===== src/rtl/posit_decode.sv =====
// rtl/posit_decode.sv - serial posit field decoder (sign, zero/NaR flags, scale, fraction)
module posit_decode #(
  parameter int N  = 16,
  parameter int ES = 3,
  localparam int FW = N - 3 - ES,
  localparam int SW = $clog2(N * (2 ** ES)) + 1
) (
  input  logic                 clk,
  input  logic                 rst_n,
  input  logic                 in_valid,
  output logic                 in_ready,
  input  logic [N-1:0]         posit,
  output logic                 out_valid,
  input  logic                 out_ready,
  output logic                 sign,
  output logic                 is_zero,
  output logic                 is_nar,
  output logic signed [SW-1:0] scale,
  output logic [FW-1:0]        frac
);

  localparam int MW = $clog2(N);

  typedef enum logic [1:0] {IDLE, SCAN, EMIT} state_t;

  state_t                state_q, state_d;
  logic [N-2:0]          sr_q, sr_d;
  logic                  pol_q, pol_d;
  logic [MW-1:0]         m_q, m_d;
  logic                  sgn_q, sgn_d;
  logic                  sign_q, sign_d;
  logic                  zero_q, zero_d;
  logic                  nar_q, nar_d;
  logic signed [SW-1:0]  scale_q, scale_d;
  logic [FW-1:0]         frac_q, frac_d;

  logic [N-2:0]          mag;
  logic [ES+FW-1:0]      rest;
  logic [MW-1:0]         m_fin;
  logic [SW-1:0]         k_v;
  logic                  fin;

  // State and field registers; reset clears everything without waiting for a clock
  always_ff @(posedge clk or negedge rst_n) begin
    if (!rst_n) begin
      state_q <= IDLE;
      sr_q    <= '0;
      pol_q   <= 1'b0;
      m_q     <= '0;
      sgn_q   <= 1'b0;
      sign_q  <= 1'b0;
      zero_q  <= 1'b0;
      nar_q   <= 1'b0;
      scale_q <= '0;
      frac_q  <= '0;
    end else begin
      state_q <= state_d;
      sr_q    <= sr_d;
      pol_q   <= pol_d;
      m_q     <= m_d;
      sgn_q   <= sgn_d;
      sign_q  <= sign_d;
      zero_q  <= zero_d;
      nar_q   <= nar_d;
      scale_q <= scale_d;
      frac_q  <= frac_d;
    end
  end

  // Next state: accept in IDLE, scan one regime bit per cycle, then present fields in EMIT
  always_comb begin
    state_d = state_q;
    sr_d    = sr_q;
    pol_d   = pol_q;
    m_d     = m_q;
    sgn_d   = sgn_q;
    sign_d  = sign_q;
    zero_d  = zero_q;
    nar_d   = nar_q;
    scale_d = scale_q;
    frac_d  = frac_q;
    fin     = 1'b0;
    m_fin   = m_q;
    rest    = '0;
    k_v     = '0;
    // Low N-1 bits of the two's complement are all the scan needs
    mag     = posit[N-1] ? (~posit[N-2:0] + {{(N-2){1'b0}}, 1'b1}) : posit[N-2:0];

    case (state_q)
      IDLE: begin
        if (in_valid) begin
          if (posit[N-2:0] == '0) begin
            // Zero and NaR share the all-zero tail; the top bit tells them apart
            sign_d  = posit[N-1];
            zero_d  = ~posit[N-1];
            nar_d   = posit[N-1];
            scale_d = '0;
            frac_d  = '0;
            state_d = EMIT;
          end else begin
            sgn_d   = posit[N-1];
            sr_d    = mag;
            pol_d   = mag[N-2];
            m_d     = '0;
            state_d = SCAN;
          end
        end
      end
      SCAN: begin
        if (sr_q[N-2] == pol_q) begin
          m_d  = m_q + MW'(1);
          sr_d = sr_q << 1;
          if (m_q + MW'(1) == MW'(N - 1)) begin
            // Regime fills the word: no exponent or fraction bits remain
            fin   = 1'b1;
            m_fin = MW'(N - 1);
            rest  = '0;
          end
        end else begin
          // Terminator is at the MSB; everything below it is exponent then fraction
          fin   = 1'b1;
          m_fin = m_q;
          rest  = sr_q[N-3:N-2-ES-FW];
        end
        if (fin) begin
          k_v     = pol_q ? (SW'(m_fin) - SW'(1)) : (SW'(0) - SW'(m_fin));
          scale_d = (k_v << ES) + SW'(rest[ES+FW-1:FW]);
          frac_d  = rest[FW-1:0];
          sign_d  = sgn_q;
          zero_d  = 1'b0;
          nar_d   = 1'b0;
          state_d = EMIT;
        end
      end
      EMIT: begin
        if (out_ready) state_d = IDLE;
      end
      default: state_d = IDLE;
    endcase
  end

  assign in_ready  = (state_q == IDLE);
  assign out_valid = (state_q == EMIT);
  assign sign      = sign_q;
  assign is_zero   = zero_q;
  assign is_nar    = nar_q;
  assign scale     = scale_q;
  assign frac      = frac_q;

endmodule

===== config.mk =====
export PLATFORM = sky130hd
export DESIGN_NAME = posit_decode
export DESIGN_NICKNAME = d
export VERILOG_FILES = /design/src/rtl/posit_decode.sv
export SDC_FILE = /design/constraint.sdc
export NUM_CORES = 1
export LEC_CHECK = 0
export ABC_CLOCK_PERIOD_IN_PS = 2000
export BUFFER_PORTS_ARGS = -buffer_cell sky130_fd_sc_hd__buf_2
export CORE_AREA = 2 2 74 76
export DETAILED_ROUTE_END_ITERATION = 10
export DIE_AREA = 0 0 76 78
export PLACE_DENSITY = 0.75
export REMOVE_ABC_BUFFERS = 1
export SYNTH_ARGS = -nofsm -noshare
export SYNTH_HDL_FRONTEND = slang
export SYNTH_SLANG_ARGS = --single-unit

===== constraint.sdc =====
create_clock -name clk -period 2 [get_ports clk]
set_input_delay 0.1 -clock clk [delete_from_list [all_inputs] [get_ports clk]]
set_output_delay 0.1 -clock clk [all_outputs]
set_load 0.03 [all_outputs]

**After elaboration in Yosys (flattened, before gate mapping)**

Cells that the tools add are included.

- Register bits: 44
- Output and inout bits: 23
- Logic and storage cells: 75

- Multiplexer cells: 40
- Bitwise gates (word level): 3
- Reductions and logical operators: 7
- Add/subtract/negate cells: 5
- Equal/unequal tests: 10

Operators with widths:

| operator | count |
|---|---|
| 15-bit two-way mux | 4 |
| 10-bit two-way mux | 3 |
| 15-bit one-hot mux with 2 select lines | 1 |
| 13-bit two-way mux | 2 |
| 4-bit two-way mux | 6 |
| 8-bit two-way mux | 3 |
| 10-bit one-hot mux with 2 select lines | 1 |
| 8-bit one-hot mux with 2 select lines | 1 |
| 15-bit by 1-bit adder with 15-bit output, second input constant | 1 |
| 15-bit logical NOT | 1 |
| 15-bit NOT | 1 |
| 1-bit two-way mux | 9 |
| 8-bit by 3-bit adder with 8-bit output | 1 |
| 2-bit two-way mux | 4 |
| 2-bit inequality test, second input constant | 4 |
| 4-bit one-hot mux with 2 select lines | 1 |
| 4-bit AND reduction | 2 |
| 1-bit one-hot mux with 2 select lines | 3 |
| 2-bit one-hot mux with 3 select lines | 1 |
| 3-bit AND reduction | 2 |
| 5-bit two-way mux | 1 |
| 1-bit by 4-bit subtractor with 5-bit output, first input constant | 1 |
| 4-bit by 1-bit subtractor with 5-bit output, second input constant | 1 |
| 4-bit by 1-bit adder with 4-bit output, second input constant | 1 |
| other kinds (8) | 10 |

**Depth between registers and ports, before layout**

- Depth after elaboration: 10
- Depth in mapped cells: 9

**Worst setup path before layout**

No wires, ideal clock.

- Path type: register to register
- Start: register m_q[0]
- End: register zero_q, in the netlist is_zero
- Setup time: 0.125 ns
- Buffers on the path: 2
- Slack: -0.027 ns
- Stages on the path, launching flop included: 10
- Period minus slack after synthesis: 2.027 ns
- Arrival time: 1.902 ns
- Cells stage by stage: dfrtp_1 buf_2 inv_1 ha_1 nand3_1 nor2_1 or2_1 o21ai_2 buf_6 mux2_4

- Longest elaborated chain between the ends: 7

Ends and longest elaborated chain:

| element | line | text |
|---|---|---|
| start, declared | 29 | `logic [MW-1:0] m_q, m_d;` |
| start signal, assigned | 60 | `m_q <= m_d;` |
| 4-bit by 1-bit adder with 4-bit output | 113 | `if (m_q + MW'(1) == MW'(N - 1)) begin` |
| 4-bit == test | 113 |  |
| 1-bit two-way mux | 113 |  |
| 1-bit two-way mux | 110 | `if (sr_q[N-2] == pol_q) begin` |
| 1-bit two-way mux | 89 | `case (state_q)` |
| 2-bit inequality test (no line) | -- |  |
| 4-bit AND reduction (no line) | -- |  |
| end signal, assigned | 63 | `zero_q <= zero_d;` |
| end, declared | 32 | `logic zero_q, zero_d;` |

No other way between the ends. The select of a mux whose other input is x is not followed.
A chain may end at the register's enable or synchronous reset.

**Final worst setup path**

- Start: register m_q[0]
- End: register scale_q[3], in the netlist scale[3]

- Longest elaborated chain between the ends: 10
- Elaborated cells on any way between the ends: 16

Ends and longest elaborated chain:

| element | line | text |
|---|---|---|
| 4-bit by 1-bit adder with 4-bit output | 113 |  |
| 4-bit == test | 113 |  |
| 4-bit two-way mux | 113 |  |
| 4-bit two-way mux | 110 |  |
| 4-bit two-way mux | 89 |  |
| 1-bit by 4-bit subtractor with 5-bit output or 4-bit by 1-bit subtractor with 5-bit output (tied branches) | 126 | `k_v = pol_q ? (SW'(m_fin) - SW'(1)) : (SW'(0) - SW'(m_fin));` |
| 5-bit two-way mux | 126 |  |
| 8-bit by 3-bit adder with 8-bit output | 127 | `scale_d = (k_v << ES) + SW'(rest[ES+FW-1:FW]);` |
| 8-bit two-way mux | 125 | `if (fin) begin` |
| 8-bit one-hot mux with 2 select lines | 89 |  |
| end signal, assigned | 65 | `scale_q <= scale_d;` |
| end, declared | 34 | `logic signed [SW-1:0] scale_q, scale_d;` |

Several ways; a longest one is shown, not always the timed one. The select of a mux whose other input is x is not followed.

==> flow_summary_export.csv <==
group,metric,value,unit
sta,finalMaxSlewViolations,0,
yosys,synth_async_sr_flop_share,100.0,%
pwr,p_int,0.002688,W
finish,diodes,0,
finish,areaGrowthSynthToFinish,21.91,%
grt,grt_max_degree,28,
clock_tree,cts_tree,"built",
worst_setup_path,crit_buf_inv,1,
worst_setup_path,r2r_slack,0.11,ns
sta,worstMarginPinSlew,0.3516,ns
pwr,pwr-share-comb,55.8,%
pwr,switching_share,44.67,%
clock_tree,clkTransAtPathRegs,0.08,ns
worst_setup_path,worstSetupPathType,"flop to flop",
placed_design,gp_congestion,0.8340,
finish,nets,351,
routing,via_count,2203,
pwr,static-leakage-power,1.520,nW
grt,grt_antenna_before_repair,0,
die,die_area,5928,um^2
finish,finalInstanceArea,3119,um^2
worst_setup_path,end_kind,"flop",
finish,utilization,61.86,%
finish,drive_gt1_share,27.83,%
pwr,seqPwrFrac,32.0,%
yosys,yosys-top-cells-count,"44 x dfrtp_1, 28 x nand2_1, 21 x o21ai_0",
clock_tree,cts.path.max_buffers,2,
placed_design,dp.cells,386,
yosys,postSynthAreaPerCell,9.692,um^2
min_path,hp-class,"primary input to flop",
finish,fin_cells,397,
sta,fin_worst_skew,0.009539,ns
clock_tree,clk_latency,0.30,ns
sta,rsz0062_at_grt,"no",
grt,grt_pass1_wl,10.27,mm
worst_setup_path,cp_slowest_cell,"dfrtp_2",
clock_tree,numCtsBuffers,5,
pwr,ir_worst_vdd,756.4,uV
pwr,p_per_area,1558,nW/um^2
clock_tree,cts_sinks,44,
routing,antenna_left,0,
yosys,synth_seq_cells,44,
yosys,ys_warn_count,0,
routing,dr.pass1.iters,4,
routing,wl_per_cell,15.62,um
sta,fin_ws,0.1063,ns
die,die_h,78,um
placed_design,dpl_cell_area,2988,um^2
routing,drc,0,
die,rows,26,
yosys,ys_seq_area_share,43.03,%
worst_setup_path,arrival,2.07,ns
worst_setup_path,setup.worst_path.start_class,"flop",
placed_design,dp_hpwl,4.524,mm
yosys,synth_area_leaders,"dfrtp_1 43%, mux2i_1 4.7%, a22o_1 4.4%, nand2_1 4.1%, o21ai_0 4.1%",
sta,fmax,528.1,MHz
grt,grt_usage,21.61,%
worst_setup_path,path_max_fanout,5,
routing,drtIter0Drc,173,
clock_tree,cts-root-buf,"clkbuf_8",
sta,setup_viol,0,
die,die_w,76,um
routing,viasPerCell,5.549,
yosys,ys.flop_type,"dfrtp_1",
yosys,yosys.cell_types.count,51,
worst_setup_path,critPathRequiredTime,2.18,ns
yosys,syn_area,2559,um^2
die,core-area,5042,um^2
yosys,synth_edf_count,0,
die,pin_count,43,
pwr,p_switching,0.002170,W
pwr,clkPwrFrac,12.1,%
placed_design,pre_cts_ws,0.01331,ns
sta,finalHoldViolCount,0,
yosys,yosys.area.top_type,"dfrtp_1",
worst_setup_path,cp_cell_sequence,"ha_1 > nand3_1 > nor2_1 > or2_1 > o21ai_2 > buf_6 > mux2_2",
flow_run,drv_cap,0,
finish,nFillCells,429,
sta,period_minus_slack,1.894,ns
sta,period_share,94.69,%
yosys,syn_inst,264,
worst_setup_path,cp_top_family,"flip-flops",
grt,grt-ovfl-total,0,
grt,grt_pass1_vias,2041,
worst_setup_path,cp_slowest_stage_delay,0.45,ns
placed_design,portBuffers,42,
clock_tree,cts_max_level,2,
status,status,"finished clean",
sta,slew_headroom,76.26,%
yosys,synth.most_common_cell,"dfrtp_1",
die,initial_core_util,50.74,%
routing,wirelength,6.202,mm
yosys,synth.top_cell.area_share,43.03,%
## layer usage
layer	global-route usage [%]	vias up	part of all wire [%]
li1	-	1068	-
met1	33.16	1063	48
met2	31.79	70	47
met3	3.140	2	5.0
met4	6.182	0	0.35
met5	0	-	0
## power groups by stage
stage	Clock [W]	Sequential [W]	Combinational, W
finish	0.000588	0.00156	0.00271
global route	0.000640	0.00162	0.00295
CTS	0.000598	0.00155	0.00269
detailed placement	0	0.00157	0.00268
global placement	0	0.00155	0.00262
floorplan	0	0.00192	0.00136
## timing repair
item	CTS	global route
endpoints found under the setup margin	0	14
buffers inserted	0	1
gates resized for setup	0	4
hold endpoints to repair	13	0
hold buffers	2	0
## registers in the layout, summed over array words and instances (netlist names)
name and count:
sign 1, is_zero 1, state_q 2, m_q 4
sgn_q 1, is_nar 1, scale 8, frac 10
sr_q 15, pol_q 1
## worst paths after layout
kind | depth (start not counted) | from | end
max reg2reg | 7 | m_q[0]$_DFFE_PN0P_ | scale[3]$_DFFE_PN0P_
min | 3 | posit[0] | sr_q[0]$_DFFE_PN0P_
min in group asynchronous | 2 | rst_n | sr_q[12]$_DFFE_PN0P_
min reg2reg | 1 | frac[3]$_DFFE_PN0P_ | frac[3]$_DFFE_PN0P_
max | 7 | m_q[0]$_DFFE_PN0P_ | scale[3]$_DFFE_PN0P_
max in group asynchronous | 3 | rst_n | scale[3]$_DFFE_PN0P_
## cell usage in the layout, fill, tap and decap left out, types with 9 or more instances in the layout
cell type / count
nand2_1: 28
inv_1: 15
buf_4: 23
mux2i_1: 12
xor2_1: 9
buf_2: 42
nor2_1: 19
a21oi_1: 10
dfrtp_1: 42
a22o_1: 13
o21ai_0: 21
## layout make-up
class | instances | area [um^2] | area share, %
multi-input combinational | 190 | 1333 | 42.72
sequential | 44 | 1104 | 35.38
timing repair buffer | 70 | 445.4 | 14.28
tap | 70 | 87.58 | 2.808
clock buffer | 7 | 86.33 | 2.768
inverter | 15 | 56.30 | 1.805
clock inverter | 1 | 7.507 | 0.2407
## metrics by stage
step	hold WS [ns]	total power [W]	setup TNS, ns
finish	0.06460	0.004858	0
detailed placement	0.005196	0.004246	0
CTS	0.06353	0.004842	0
floorplan	-0.1956	0.003280	-4.787
global route	0.08970	0.005207	0
global placement	0.001841	0.004172	0
## worst min-delay path: stages
cell and delay (ns):
buf_2 0.09, nand3_1 0.05, o21ai_0 0.07
## cell families after synthesis
kind of cell / share of synthesized area (%)
mux: 6.895
flops: 43.03
fa+ha+maj: 2.445
xor+xnor: 5.135
simple gates: 16.33
compound gates: 21.27
buf+inv: 4.890
Power figures use the tool's default switching activity.
